$ cat config.mk
export PLATFORM = sky130hd
export DESIGN_NAME = mux_pipe_reg
export DESIGN_NICKNAME = d
export VERILOG_FILES = /design/src/rtl/mips_pkg.sv /design/src/rtl/mux_n_one.sv /design/src/rtl/mux_pipe_reg.sv
export SDC_FILE = /design/constraint.sdc
export NUM_CORES = 1
export LEC_CHECK = 0
export BUFFER_PORTS_ARGS = -buffer_cell sky130_fd_sc_hd__buf_2
export CORE_MARGIN = 1
export CORE_UTILIZATION = 45
export CTS_CLUSTER_DIAMETER = 30
export DETAILED_ROUTE_END_ITERATION = 8
export GPL_TIMING_DRIVEN = 0
export HOLD_SLACK_MARGIN = 0.12
export PLACE_DENSITY = 0.95
export SYNTH_ARGS = -nofsm -noshare
export SYNTH_HDL_FRONTEND = slang
export SYNTH_SLANG_ARGS = --single-unit
$ cat constraint.sdc
create_clock -name clk -period 4.3 [get_ports clk]
set_clock_uncertainty 0.2 [all_clocks]
set_input_delay 0.86 -clock clk [delete_from_list [all_inputs] [get_ports clk]]
set_output_delay 0.86 -clock clk [all_outputs]
set_load 0.01 [all_outputs]
$ cat src/rtl/mips_pkg.sv
`default_nettype none
// ============================================================================
// Module   : mips_pkg
// Purpose  : Shared datapath constants for the pipeline slices: the machine
//            word width and the operand-forwarding select encodings.
// Revision : 1.0 - initial release
// ============================================================================
package mips_pkg;

  localparam int WORD_W  = 32;

  // Forwarding sources, driven onto a mux_pipe_reg sel port by the ID/EX stage
  localparam int NUM_FWD = 4;
  localparam logic [1:0] FWD_RF    = 2'd0;
  localparam logic [1:0] FWD_EXMEM = 2'd1;
  localparam logic [1:0] FWD_MEMWB = 2'd2;
  localparam logic [1:0] FWD_IMM   = 2'd3;

endpackage : mips_pkg
`default_nettype wire

$ cat src/rtl/mux_n_one.sv
`default_nettype none
// ============================================================================
// Module   : mux_n_one
// Purpose  : Purely combinational N:1 word selector. Input k lives at
//            in_bus[k*WIDTH +: WIDTH]. An out-of-range select yields a zero
//            word and raises the illegal flag.
// Revision : 1.0 - initial release
// ============================================================================
module mux_n_one #(
  parameter int WIDTH  = 32,
  parameter int NUM_IN = 4,
  parameter int SEL_W  = $clog2(NUM_IN)
) (
  input  logic [SEL_W-1:0]        sel,
  input  logic [NUM_IN*WIDTH-1:0] in_bus,
  output logic [WIDTH-1:0]        out_word,
  output logic                    illegal
);

  // One extra bit so NUM_IN is representable even when it is a power of two
  localparam logic [SEL_W:0] c_num_in = (SEL_W+1)'(NUM_IN);

  logic [WIDTH-1:0] w_words [NUM_IN];

  generate
    for (genvar k = 0; k < NUM_IN; k++) begin : g_unpack
      assign w_words[k] = in_bus[k*WIDTH +: WIDTH];
    end
  endgenerate

  // Select the addressed word; no input matches an illegal select, so the
  // default zero falls through
  always_comb begin
    out_word = '0;
    illegal  = ({1'b0, sel} >= c_num_in);
    for (int k = 0; k < NUM_IN; k++) begin
      if (sel == SEL_W'(k)) begin
        out_word = w_words[k];
      end
    end
  end

endmodule : mux_n_one
`default_nettype wire

$ cat src/rtl/mux_pipe_reg.sv
`default_nettype none
// ============================================================================
// Module   : mux_pipe_reg
// Purpose  : Operand-select plus pipeline register between ID/EX and EX/MEM.
//            Selects one of NUM_IN words and registers it together with valid,
//            the select used and an illegal-select flag. Edge priority is
//            flush > stall > load. A saturating counter tracks stall cycles
//            that held a valid word.
// Revision : 1.0 - initial release
// ============================================================================
module mux_pipe_reg
  import mips_pkg::*;
#(
  parameter int WIDTH  = WORD_W,
  parameter int NUM_IN = NUM_FWD,
  parameter int SEL_W  = $clog2(NUM_IN),
  parameter int CNT_W  = 8
) (
  input  logic                    clk,
  input  logic                    rst_n,
  input  logic [SEL_W-1:0]        sel,
  input  logic [NUM_IN*WIDTH-1:0] in_bus,
  input  logic                    in_valid,
  input  logic                    stall,
  input  logic                    flush,
  input  logic                    cnt_clr,
  output logic [WIDTH-1:0]        out_data,
  output logic                    out_valid,
  output logic [SEL_W-1:0]        out_sel,
  output logic                    sel_err,
  output logic [CNT_W-1:0]        stall_cnt
);

  localparam logic [CNT_W-1:0] c_cnt_max = {CNT_W{1'b1}};

  logic [WIDTH-1:0] w_mux_word;
  logic             w_mux_illegal;

  logic [WIDTH-1:0] r_data;
  logic             r_valid;
  logic [SEL_W-1:0] r_sel;
  logic             r_err;
  logic [CNT_W-1:0] r_cnt;

  mux_n_one #(
    .WIDTH  (WIDTH),
    .NUM_IN (NUM_IN),
    .SEL_W  (SEL_W)
  ) u_mux (
    .sel      (sel),
    .in_bus   (in_bus),
    .out_word (w_mux_word),
    .illegal  (w_mux_illegal)
  );

  // Pipeline register: flush inserts a bubble, stall holds, otherwise load.
  // Data is loaded regardless of in_valid; consumers qualify with out_valid.
  always_ff @(posedge clk or negedge rst_n) begin
    if (!rst_n) begin
      r_data  <= '0;
      r_valid <= 1'b0;
      r_sel   <= '0;
      r_err   <= 1'b0;
    end else if (flush) begin
      r_data  <= '0;
      r_valid <= 1'b0;
      r_sel   <= '0;
      r_err   <= 1'b0;
    end else if (!stall) begin
      r_data  <= w_mux_word;
      r_valid <= in_valid;
      r_sel   <= sel;
      r_err   <= w_mux_illegal;
    end
  end

  // Saturating count of stalls that actually held a valid word; clear wins
  always_ff @(posedge clk or negedge rst_n) begin
    if (!rst_n) begin
      r_cnt <= '0;
    end else if (cnt_clr) begin
      r_cnt <= '0;
    end else if (stall && !flush && r_valid && (r_cnt != c_cnt_max)) begin
      r_cnt <= r_cnt + 1'b1;
    end
  end

  assign out_data  = r_data;
  assign out_valid = r_valid;
  assign out_sel   = r_sel;
  assign sel_err   = r_err;
  assign stall_cnt = r_cnt;

endmodule : mux_pipe_reg
`default_nettype wire

## Word-level counts from Yosys, hierarchy flattened

Cells that the tools add are included.

| cells by class | value |
|---|---|
| equality and inequality tests | 5 |
| multiplexer cells | 14 |
| reductions and logical operators | 6 |
| add/sub/neg operators | 1 |

Operator list:

| kind | count |
|---|---|
| $mux W32 | 6 |
| $mux W8 | 2 |
| $add A8 B1 Y8 const B | 1 |
| $ne A8 B8 Y1 const B | 1 |
| $eq A2 B2 Y1 const B | 2 |
| $mux W1 | 4 |
| $mux W2 | 2 |
| $logic_and A1 B1 Y1 | 3 |
| $eq A2 B1 Y1 const B | 1 |
| $logic_not A2 Y1 | 1 |
| $ne A2 B1 Y1 const B | 1 |
| $reduce_bool A2 Y1 | 1 |
| $logic_not A1 Y1 | 1 |

| storage, ports and cells | value |
|---|---|
| register bits after elaboration | 44 |
| word-level logic and storage cells | 31 |
| output and inout port bits | 44 |
| input bits | 136 |

## Depth between registers and ports, before layout

Gate-level depths: netlist (run 1).

| depth | value |
|---|---|
| depth in word-level cells | 7 |
| gate-level depth with buffers | 5 |
| depth with buffers taken out | 5 |

## Hierarchy

Synthesis (run 1) repeated with hierarchy kept, for this count alone.

| second synthesis, totals | value |
|---|---|
| cell total of the unflattened synthesis | 204 |
| area total of the unflattened synthesis | 2805.2 µm² |

By module, submodules not included:

| module | times used | cells an instance | sequential area each (µm²) | area each (µm²) |
|---|---|---|---|---|
| mux_pipe_reg | 1 | 163 | 1101.1 | 1979.4 |
| mux_n_one | 1 | 41 | 0.0 | 825.8 |

## Worst setup path after synthesis (run 1)

No wires, ideal clock.

| path | value |
|---|---|
| path kind | input to register |
| from | input port sel[0] |
| to | register r_data[16] (netlist: out_data[16]) |
| required time | 3.968 ns |
| stages on the path | 5 |
| setup slack | 1.954 ns |
| arrival time | 2.014 ns |
| cells stage by stage | buf_2 -> buf_2 -> mux4_2 -> mux2i_1 -> nor2_1 |

| between the ends | value |
|---|---|
| cells in the longest elaborated chain, start to end | 7 |

Ends and longest elaborated chain:

| what | line | RTL |
|---|---|---|
| start: declaration | mux_pipe_reg.sv:21 | `input logic [SEL_W-1:0] sel,` |
| $logic_not A2 Y1 | mux_n_one.sv:37 | `if (sel == SEL_W'(k)) begin` |
| $mux W32 (3 in series) | mux_n_one.sv:37 |  |
| $mux W32 (*) | mux_n_one.sv:37 |  |
| $mux W32 (*) | mux_pipe_reg.sv:69 | `end else if (!stall) begin` |
| $mux W32 (*) | mux_pipe_reg.sv:64 | `end else if (flush) begin` |
| end signal: assignment | mux_pipe_reg.sv:70 | `r_data <= w_mux_word;` |
| end: declaration | mux_pipe_reg.sv:39 | `logic [WIDTH-1:0] r_data;` |

Mark *: on every way between the ends. The rest lies on a longest branch, timed or not. The select of a mux whose other input is x is not followed.
A chain may end at the register's enable or synchronous reset.

## Worst setup path in the final report (run 1)

| path | value |
|---|---|
| from | input port sel[1] |
| to | register r_data[24] (netlist: out_data[24]) |

The elaborated chain is that of the path after synthesis.

==> results of run 1 <==
==> registers in the layout (all words and copies together) (netlist names) <==
| register | flops |
|---|---|
| out_valid | 1 |
| out_sel | 2 |
| out_data | 32 |
| stall_cnt | 8 |
==> synth_stat cells, types with 2 or more instances <==
library cell	instances
sky130_fd_sc_hd__dfrtp_1	43
sky130_fd_sc_hd__nor2_1	39
sky130_fd_sc_hd__mux2i_1	36
sky130_fd_sc_hd__mux4_2	32
sky130_fd_sc_hd__buf_2	6
sky130_fd_sc_hd__clkbuf_1	5
sky130_fd_sc_hd__a21oi_1	4
sky130_fd_sc_hd__buf_4	4
sky130_fd_sc_hd__nand3_1	4
sky130_fd_sc_hd__o21ai_0	3
sky130_fd_sc_hd__or3_1	3
sky130_fd_sc_hd__buf_1	2
sky130_fd_sc_hd__xor2_1	2
==> layout make-up <==
| type | instances | area share |
|---|---|---|
| timing repair buffer | 173 | 0.2371 |
| sequential | 43 | 0.2947 |
| multi-input combinational | 136 | 0.3883 |
| clock buffer | 8 | 0.02742 |
| inverter | 1 | 0.001028 |
| tap | 72 | 0.02467 |
| buffer | 18 | 0.02673 |
==> logic make-up after synthesis <==
kind of cell,share of synthesized area
adder cells (fa/ha/maj),0.004821
multiplexers,0.4166
other,0.001445
flip-flops,0.4147
buffers and inverters,0.03906
XOR/XNOR,0.01013
AND/OR/NAND/NOR,0.08679
AO/OA/AOI/OAI,0.02652
==> layer usage <==
layer / vias to the layer above / global-route usage / part of all wire / wire length (µm)
li1: 1102 / - / - / -
met4: 0 / 0.05741 / 0.0078 / 53
met2: 118 / 0.4336 / 0.55 / 3765
met5: - / 0 / 0 / 0
met1: 1121 / 0.2746 / 0.37 / 2563
met3: 6 / 0.04824 / 0.066 / 452
==> where the power goes <==
| part | switching [mW] | internal, mW | total (mW) |
|---|---|---|---|
| sequential | 0.0124 | 0.428 | 0.440 |
| clock | 0.130 | 0.147 | 0.276 |
| combinational | 0.103 | 0.134 | 0.237 |
| total | 0.245 | 0.709 | 0.954 |
==> final timing paths <==
check	from	end
min in group asynchronous	rst_n	stall_cnt[2]$_DFFE_PN0P_
hold reg to reg	out_data[20]$_DFFE_PN0P_	out_data[20]$_DFFE_PN0P_
hold / removal	out_data[20]$_DFFE_PN0P_	out_data[20]$_DFFE_PN0P_
setup / recovery	sel[1]	out_data[24]$_DFFE_PN0P_
setup reg to reg	stall_cnt[0]$_DFFE_PN0P_	stall_cnt[7]$_DFFE_PN0P_
max in group asynchronous	rst_n	out_data[26]$_DFFE_PN0P_
==> worst min-delay path: cells and delay by family (launching register included) <==
family / cells / cell delay, ns
DFF: 1 / 0.34
muxes: 1 / 0.07
and+or+nand+nor: 1 / 0.08
==> run_summary.xml, run 1 <==
<?xml version="1.0" encoding="UTF-8"?>
<metrics>
  <group name="die">
    <metric name="fp.dieW" unit="µm">77.94</metric>
    <metric name="die_area" unit="mm²">0.006075</metric>
    <metric name="placement_rows" unit="">27</metric>
    <metric name="die_h" unit="µm">77.94</metric>
    <metric name="initial_utilization" unit="">0.4684</metric>
    <metric name="io_pins" unit="">180</metric>
    <metric name="core_region" unit="mm²">0.005540</metric>
  </group>
  <group name="cts">
    <metric name="holdBufCountCts" unit="">0</metric>
    <metric name="post_cts.repair.setup_buffers" unit="">0</metric>
    <metric name="cts_max_path_buffers" unit="">2</metric>
    <metric name="post_cts_resize_count" unit="">0</metric>
    <metric name="cts.clk_slew.worst_paths" unit="ns">0.07</metric>
    <metric name="cts_buffers" unit="">5</metric>
    <metric name="insertion_delay" unit="ns">0.28</metric>
    <metric name="clockRootBuffer" unit="">sky130_fd_sc_hd__clkbuf_8</metric>
    <metric name="htree_num_levels" unit="">2</metric>
    <metric name="numClockSinks" unit="">43</metric>
    <metric name="cts_tree" unit="">yes</metric>
  </group>
  <group name="placed_design">
    <metric name="preCtsSetupSlack" unit="ns">1.681</metric>
    <metric name="globalplace.congestion" unit="">0.7613</metric>
    <metric name="postPlaceCellArea" unit="mm²">0.003551</metric>
    <metric name="place.port_buffers" unit="">173</metric>
    <metric name="place_inst" unit="">443</metric>
    <metric name="detailedPlacementHpwl" unit="µm">5516</metric>
  </group>
  <group name="routing">
    <metric name="residual_antenna_violating_net_count_after_detailed_routing" unit="">0</metric>
    <metric name="dr_total_vias" unit="">2347</metric>
    <metric name="detail_route.wl_per_cell" unit="µm">15.16</metric>
    <metric name="detail_route.drc_violations" unit="">0</metric>
    <metric name="totalWireLength" unit="µm">6835</metric>
    <metric name="drt_first_iter_violations" unit="">48</metric>
    <metric name="routed_via_density" unit="">5.204</metric>
    <metric name="drtPass1Iterations" unit="">5</metric>
  </group>
  <group name="synthesis">
    <metric name="ys_async_sr_fraction" unit="">1.000</metric>
    <metric name="synth_cell_type_count" unit="">28</metric>
    <metric name="synth.avg_cell_area" unit="µm²">13.11</metric>
    <metric name="synth_area_leader_cell" unit="">sky130_fd_sc_hd__dfrtp_1</metric>
    <metric name="yosys_register_bits" unit="">43</metric>
    <metric name="yosys_warnings" unit="">0</metric>
    <metric name="synth_top_cells_by_area" unit="">sky130_fd_sc_hd__dfrtp_1 41%, sky130_fd_sc_hd__mux4_2 28%, sky130_fd_sc_hd__mux2i_1 14%, sky130_fd_sc_hd__nor2_1 5.6%, sky130_fd_sc_hd__buf_2 1.2%</metric>
    <metric name="synth_area" unit="mm²">0.002595</metric>
    <metric name="synth-seq-area-share" unit="">0.4147</metric>
    <metric name="syn-num-nets" unit="">335</metric>
    <metric name="synth_cells" unit="">198</metric>
    <metric name="post-synth-top-area-fraction" unit="">0.4147</metric>
    <metric name="synth-main-ff-cell" unit="">sky130_fd_sc_hd__dfrtp_1</metric>
    <metric name="synth-edff-count" unit="">0</metric>
  </group>
  <group name="grt">
    <metric name="globalRouteOverflowTotal" unit="">0</metric>
    <metric name="grt_antenna_before_repair" unit="">0</metric>
    <metric name="grt_pass1_vias" unit="">2438</metric>
    <metric name="grt_first_pass_wirelength" unit="µm">10970</metric>
    <metric name="grt_start_max_net_pins" unit="">44</metric>
    <metric name="groute.usage.overall" unit="">0.2336</metric>
  </group>
  <group name="layout">
    <metric name="fill_cells" unit="">442</metric>
    <metric name="final_area" unit="mm²">0.003651</metric>
    <metric name="mostFrequentLayoutCells" unit="">179 x sky130_fd_sc_hd__buf_2, 43 x sky130_fd_sc_hd__dfrtp_1, 39 x sky130_fd_sc_hd__nor2_1</metric>
    <metric name="syn_to_final_growth" unit="%">40.69</metric>
    <metric name="post-route-util" unit="">0.6590</metric>
    <metric name="multiInputGateArea" unit="mm²">0.001418</metric>
    <metric name="finish.net_count" unit="">515</metric>
    <metric name="antenna_cells" unit="">0</metric>
    <metric name="commonest_non_fill_non_tap_cell_in_the_layout" unit="">sky130_fd_sc_hd__buf_2</metric>
    <metric name="fin_cells" unit="">451</metric>
    <metric name="sequential_cell_area" unit="mm²">0.001076</metric>
    <metric name="drive_gt1_frac" unit="">0.5910</metric>
  </group>
  <group name="sta">
    <metric name="final-max-slew-violation-count" unit="">0</metric>
    <metric name="finalWorstPathRequiredPeriod" unit="ns">2.298</metric>
    <metric name="holdWs" unit="ns">0.3194</metric>
    <metric name="timing.final.hold_violations" unit="">0</metric>
    <metric name="tns" unit="ns">0</metric>
    <metric name="report.final.setup_viol" unit="">0</metric>
    <metric name="setup_ws" unit="ns">2.002</metric>
    <metric name="max_freq" unit="GHz">0.4352</metric>
    <metric name="grt_setup_unrepaired" unit="">no</metric>
    <metric name="max-slew-margin-rel" unit="">0.3510</metric>
    <metric name="worst_slew_pin_slew" unit="ns">0.9734</metric>
    <metric name="portion_of_the_clock_cycle_consumed_by_the_worst_path_in_the_final_layout" unit="">0.5344</metric>
  </group>
  <group name="worst_setup_path">
    <metric name="worst-path-stages" unit="">5</metric>
    <metric name="worst-r2r-setup-slack" unit="ns">2.38</metric>
    <metric name="crit_fanout" unit="">10</metric>
    <metric name="rr_worst_depth" unit="">5</metric>
    <metric name="end_kind" unit="">flip-flop</metric>
    <metric name="timing.critical_path.max_delay_family" unit="">buffers and inverters</metric>
    <metric name="cpPeakStageDelay" unit="ns">0.48</metric>
    <metric name="cp_cell_sequence" unit="">clkbuf_1, clkbuf_1, mux4_2, mux2i_1, nor2_1</metric>
    <metric name="critPathRequiredTime" unit="ns">4.25</metric>
    <metric name="worstSetupStartpointType" unit="">primary input</metric>
    <metric name="timing.critical_path.mode_cell" unit="">sky130_fd_sc_hd__clkbuf_1</metric>
    <metric name="crit_buf_inv" unit="">2</metric>
    <metric name="cell_with_the_largest_stage_delay_on_the_worst_path" unit="">sky130_fd_sc_hd__clkbuf_1</metric>
    <metric name="worst_ep_arrival_time" unit="ns">2.25</metric>
    <metric name="worstSetupPathType" unit="">in2reg</metric>
  </group>
  <group name="outcome">
    <metric name="outcome" unit="">complete, no violations</metric>
  </group>
  <group name="power_and_ir_drop">
    <metric name="ir_worst_vdd" unit="µV">136.1</metric>
    <metric name="overall_power_of_the_completed_layout" unit="mW">0.9536</metric>
    <metric name="power_dens_cells" unit="mW/mm²">261.2</metric>
    <metric name="leakagePower" unit="nW">1.959</metric>
  </group>
  <group name="run">
    <metric name="maxCapViolations" unit="">0</metric>
  </group>
  <group name="hold_path">
    <metric name="min_path_type" unit="">reg2reg</metric>
    <metric name="min_delay_path_depth" unit="">2</metric>
  </group>
</metrics>
Note: power is estimated with default switching activity, not from simulation.
==> run 2, diff against run 1 <==
- ABC_AREA: unset -> 1
- CORE_UTILIZATION: 45 -> 39
- PLACE_DENSITY: 0.95 -> 0.88
- clock period: 4.3 -> 2.1 ns (I/O delays scaled with it)
==> run 2 against run 1 <==
- largest cell class unchanged
- flip-flop and latch count is the same
- hold slack lost 0.19 ns
- non-clock buffer count is 9 higher
==> run_summary.xml, run 2 <==
<?xml version="1.0" encoding="UTF-8"?>
<metrics>
  <group name="outcome">
    <metric name="outcome" unit="">complete, no violations</metric>
  </group>
  <group name="die">
    <metric name="fp.dieW" unit="µm">87.90</metric>
    <metric name="core_region" unit="mm²">0.006944</metric>
    <metric name="initial_utilization" unit="">0.4144</metric>
    <metric name="die_area" unit="mm²">0.007726</metric>
    <metric name="placement_rows" unit="">30</metric>
    <metric name="io_pins" unit="">180</metric>
    <metric name="die_h" unit="µm">87.90</metric>
  </group>
  <group name="synthesis">
    <metric name="yosys_register_bits" unit="">43</metric>
    <metric name="synth_cell_type_count" unit="">26</metric>
    <metric name="post-synth-top-area-fraction" unit="">0.3739</metric>
    <metric name="yosysMostFrequentCell" unit="">sky130_fd_sc_hd__nand2_1</metric>
    <metric name="synth_cells" unit="">430</metric>
    <metric name="yosys-top-cells-count" unit="">180 x sky130_fd_sc_hd__nand2_1, 43 x sky130_fd_sc_hd__dfrtp_1, 40 x sky130_fd_sc_hd__inv_1, 38 x sky130_fd_sc_hd__o21ai_0, 28 x sky130_fd_sc_hd__nor2_1</metric>
    <metric name="ys_async_sr_fraction" unit="">1.000</metric>
    <metric name="synth_area" unit="mm²">0.002878</metric>
    <metric name="synth-main-ff-cell" unit="">sky130_fd_sc_hd__dfrtp_1</metric>
    <metric name="synth_top_cells_by_area" unit="">sky130_fd_sc_hd__dfrtp_1 37%, sky130_fd_sc_hd__nand2_1 23%, sky130_fd_sc_hd__o21ai_0 6.6%, sky130_fd_sc_hd__inv_1 5.2%, sky130_fd_sc_hd__o211ai_1 4.4%</metric>
    <metric name="synth-seq-area-share" unit="">0.3739</metric>
    <metric name="synth-edff-count" unit="">0</metric>
    <metric name="synth_area_leader_cell" unit="">sky130_fd_sc_hd__dfrtp_1</metric>
    <metric name="syn-num-nets" unit="">567</metric>
    <metric name="yosys_warnings" unit="">0</metric>
    <metric name="synth.avg_cell_area" unit="µm²">6.692</metric>
  </group>
  <group name="hold_path">
    <metric name="min_delay_path_depth" unit="">3</metric>
    <metric name="min_path_type" unit="">in2reg</metric>
  </group>
  <group name="sta">
    <metric name="final-max-slew-violation-count" unit="">0</metric>
    <metric name="tns" unit="ns">0</metric>
    <metric name="setup_ws" unit="ns">0.4049</metric>
    <metric name="max-slew-margin-rel" unit="">0.3592</metric>
    <metric name="finalWorstPathRequiredPeriod" unit="ns">1.695</metric>
    <metric name="max_freq" unit="GHz">0.5899</metric>
    <metric name="timing.final.hold_violations" unit="">0</metric>
    <metric name="portion_of_the_clock_cycle_consumed_by_the_worst_path_in_the_final_layout" unit="">0.8072</metric>
    <metric name="report.final.setup_viol" unit="">0</metric>
    <metric name="worst_slew_pin_slew" unit="ns">0.9612</metric>
    <metric name="grt_setup_unrepaired" unit="">no</metric>
  </group>
  <group name="layout">
    <metric name="drive_gt1_frac" unit="">0.3685</metric>
    <metric name="commonest_non_fill_non_tap_cell_in_the_layout" unit="">sky130_fd_sc_hd__buf_2</metric>
    <metric name="antenna_cells" unit="">0</metric>
    <metric name="syn_to_final_growth" unit="%">38.78</metric>
    <metric name="largest_register_ffs" unit="">32</metric>
    <metric name="mostFrequentLayoutCells" unit="">185 x sky130_fd_sc_hd__buf_2, 180 x sky130_fd_sc_hd__nand2_1, 43 x sky130_fd_sc_hd__dfrtp_1</metric>
    <metric name="finish.net_count" unit="">752</metric>
  </group>
  <group name="power_and_ir_drop">
    <metric name="overall_power_of_the_completed_layout" unit="mW">1.965</metric>
    <metric name="leakagePower" unit="nW">2.367</metric>
    <metric name="power_dens_cells" unit="mW/mm²">492.1</metric>
    <metric name="ir_worst_vdd" unit="µV">266.2</metric>
  </group>
  <group name="grt">
    <metric name="grt_pass1_vias" unit="">3350</metric>
    <metric name="groute.usage.overall" unit="">0.2534</metric>
    <metric name="grt_antenna_before_repair" unit="">0</metric>
    <metric name="globalRouteOverflowTotal" unit="">0</metric>
    <metric name="grt_first_pass_wirelength" unit="µm">15080</metric>
    <metric name="grt_start_max_net_pins" unit="">44</metric>
  </group>
  <group name="worst_setup_path">
    <metric name="worst_ep_arrival_time" unit="ns">1.72</metric>
    <metric name="worstSetupPathType" unit="">reg2reg</metric>
    <metric name="end_kind" unit="">flip-flop</metric>
    <metric name="cpPeakStageDelay" unit="ns">0.43</metric>
    <metric name="crit_fanout" unit="">5</metric>
    <metric name="critPathRequiredTime" unit="ns">2.12</metric>
    <metric name="cell_with_the_largest_stage_delay_on_the_worst_path" unit="">sky130_fd_sc_hd__dfrtp_1</metric>
    <metric name="cp_cell_sequence" unit="">ha_1, nand2_1, nor2_1, nand2_1, nand2_1, nand2_1, inv_1, nand2_1, nand2_1</metric>
    <metric name="timing.critical_path.mode_cell" unit="">sky130_fd_sc_hd__nand2_1</metric>
    <metric name="worstSetupStartpointType" unit="">flip-flop</metric>
    <metric name="rr_worst_depth" unit="">9</metric>
  </group>
  <group name="routing">
    <metric name="dr_total_vias" unit="">3495</metric>
    <metric name="drt_first_iter_violations" unit="">103</metric>
    <metric name="drtPass1Iterations" unit="">4</metric>
    <metric name="residual_antenna_violating_net_count_after_detailed_routing" unit="">0</metric>
    <metric name="detail_route.drc_violations" unit="">0</metric>
    <metric name="totalWireLength" unit="µm">9528</metric>
    <metric name="detail_route.wl_per_cell" unit="µm">13.38</metric>
    <metric name="routed_via_density" unit="">4.909</metric>
  </group>
  <group name="cts">
    <metric name="cts_max_path_buffers" unit="">2</metric>
    <metric name="insertion_delay" unit="ns">0.29</metric>
    <metric name="cts_tree" unit="">yes</metric>
    <metric name="clockRootBuffer" unit="">sky130_fd_sc_hd__clkbuf_8</metric>
    <metric name="htree_num_levels" unit="">2</metric>
    <metric name="numClockSinks" unit="">43</metric>
    <metric name="cts_buffers" unit="">5</metric>
    <metric name="cts.clk_slew.worst_paths" unit="ns">0.08</metric>
    <metric name="post_cts_resize_count" unit="">0</metric>
    <metric name="post_cts.repair.setup_buffers" unit="">0</metric>
  </group>
  <group name="placed_design">
    <metric name="detailedPlacementHpwl" unit="µm">7615</metric>
    <metric name="place.port_buffers" unit="">177</metric>
    <metric name="globalplace.congestion" unit="">0.8311</metric>
    <metric name="preCtsSetupSlack" unit="ns">0.2558</metric>
  </group>
  <group name="run">
    <metric name="maxCapViolations" unit="">0</metric>
  </group>
</metrics>
==> run 2: cell count changes in the layout (fill, tap and decap cells not counted), sizes merged, moves of 4 or more <==
cell    change
inv        +41
nor2        -8
mux2i      -36
nand2     +190
o21ai      +43
buf         +4
o211ai     +18
clkbuf      +4
mux4       -32
nand3      +22
==> run 2: logic make-up (layout without fill, tap and decap cells) <==
logic type | Yosys count | after routing | share of synthesized area
xor+xnor | 2 | 2 | 0.006088
fa+ha+maj | 1 | 1 | 0.004347
compound gates | 67 | 67 | 0.1365
buf+inv | 64 | 250 | 0.09652
simple gates | 252 | 252 | 0.3813
flops | 43 | 43 | 0.3739
other cells | 1 | 1 | 0.001303
==> run 2: layer usage <==
| metal | vias to the layer above | part of all wire | global-route usage |
|---|---|---|---|
| met2 | 155 | 0.51 | 0.4623 |
| li1 | 1716 | - | - |
| met3 | 14 | 0.075 | 0.04995 |
| met4 | 0 | 0.014 | 0.07303 |
| met5 | - | 0 | 0 |
| met1 | 1610 | 0.41 | 0.3002 |
==> run 2: layout make-up <==
class | instances | area, µm²
repair buffers | 178 | 895.9
clock buffers | 8 | 100.1
flip-flops and latches | 43 | 1076
multi-input cells | 323 | 1524
inverters | 42 | 157.7
plain buffers | 22 | 120.1
well taps | 96 | 120.1
fillers | 681 | 2950
==> run 2: timing repair <==
action | CTS | global route
setup endpoints to repair | 0 | 0
endpoints found under the hold margin | 33 | 0
hold buffers | 1 | 0
==> run 2: metrics by stage <==
| step | instances | hold WS (ns) | cell area, µm² | utilization |
|---|---|---|---|---|
| 2_1_floorplan | 430 | -0.07559 | 2878 | - |
| 3_3_place_gp | 703 | 0.2604 | 3884 | 0.5593 |
| 3_5_place_dp | 703 | 0.2657 | 3884 | 0.5593 |
| 4_1_cts | 712 | 0.1236 | 3994 | 0.5751 |
| 5_1_grt | 712 | 0.1213 | 3994 | 0.5751 |
| 6_report | 712 | 0.1310 | 3994 | 0.5751 |
==> run 2: where the power goes <==
part	switching, mW	total (mW)	internal [mW]
clock	0.268	0.568	0.300
sequential	0.0274	0.902	0.874
combinational	0.281	0.496	0.214
total	0.577	1.97	1.39
==> run 2: critical path: cells and delay by family (launching register included) <==
family	cells	cell delay, ns
buffers and inverters	1	0.17
DFF	1	0.43
adders and majority gates	1	0.22
and+or+nand+nor	7	0.62
==> run 2: path summary, 6_finish.rpt <==
kind | startpoint | endpoint | slack, ns
setup / recovery | stall_cnt[1]$_DFFE_PN0P_ | stall_cnt[6]$_DFFE_PN0P_ | 0.40
hold / removal | in_valid | out_valid$_DFFE_PN0P_ | 0.13
setup reg to reg | stall_cnt[1]$_DFFE_PN0P_ | stall_cnt[6]$_DFFE_PN0P_ | 0.40
hold reg to reg | out_data[24]$_DFFE_PN0P_ | out_data[24]$_DFFE_PN0P_ | 0.28
max in group asynchronous | rst_n | out_data[8]$_DFFE_PN0P_ | 0.47
min in group asynchronous | rst_n | stall_cnt[3]$_DFFE_PN0P_ | 0.62
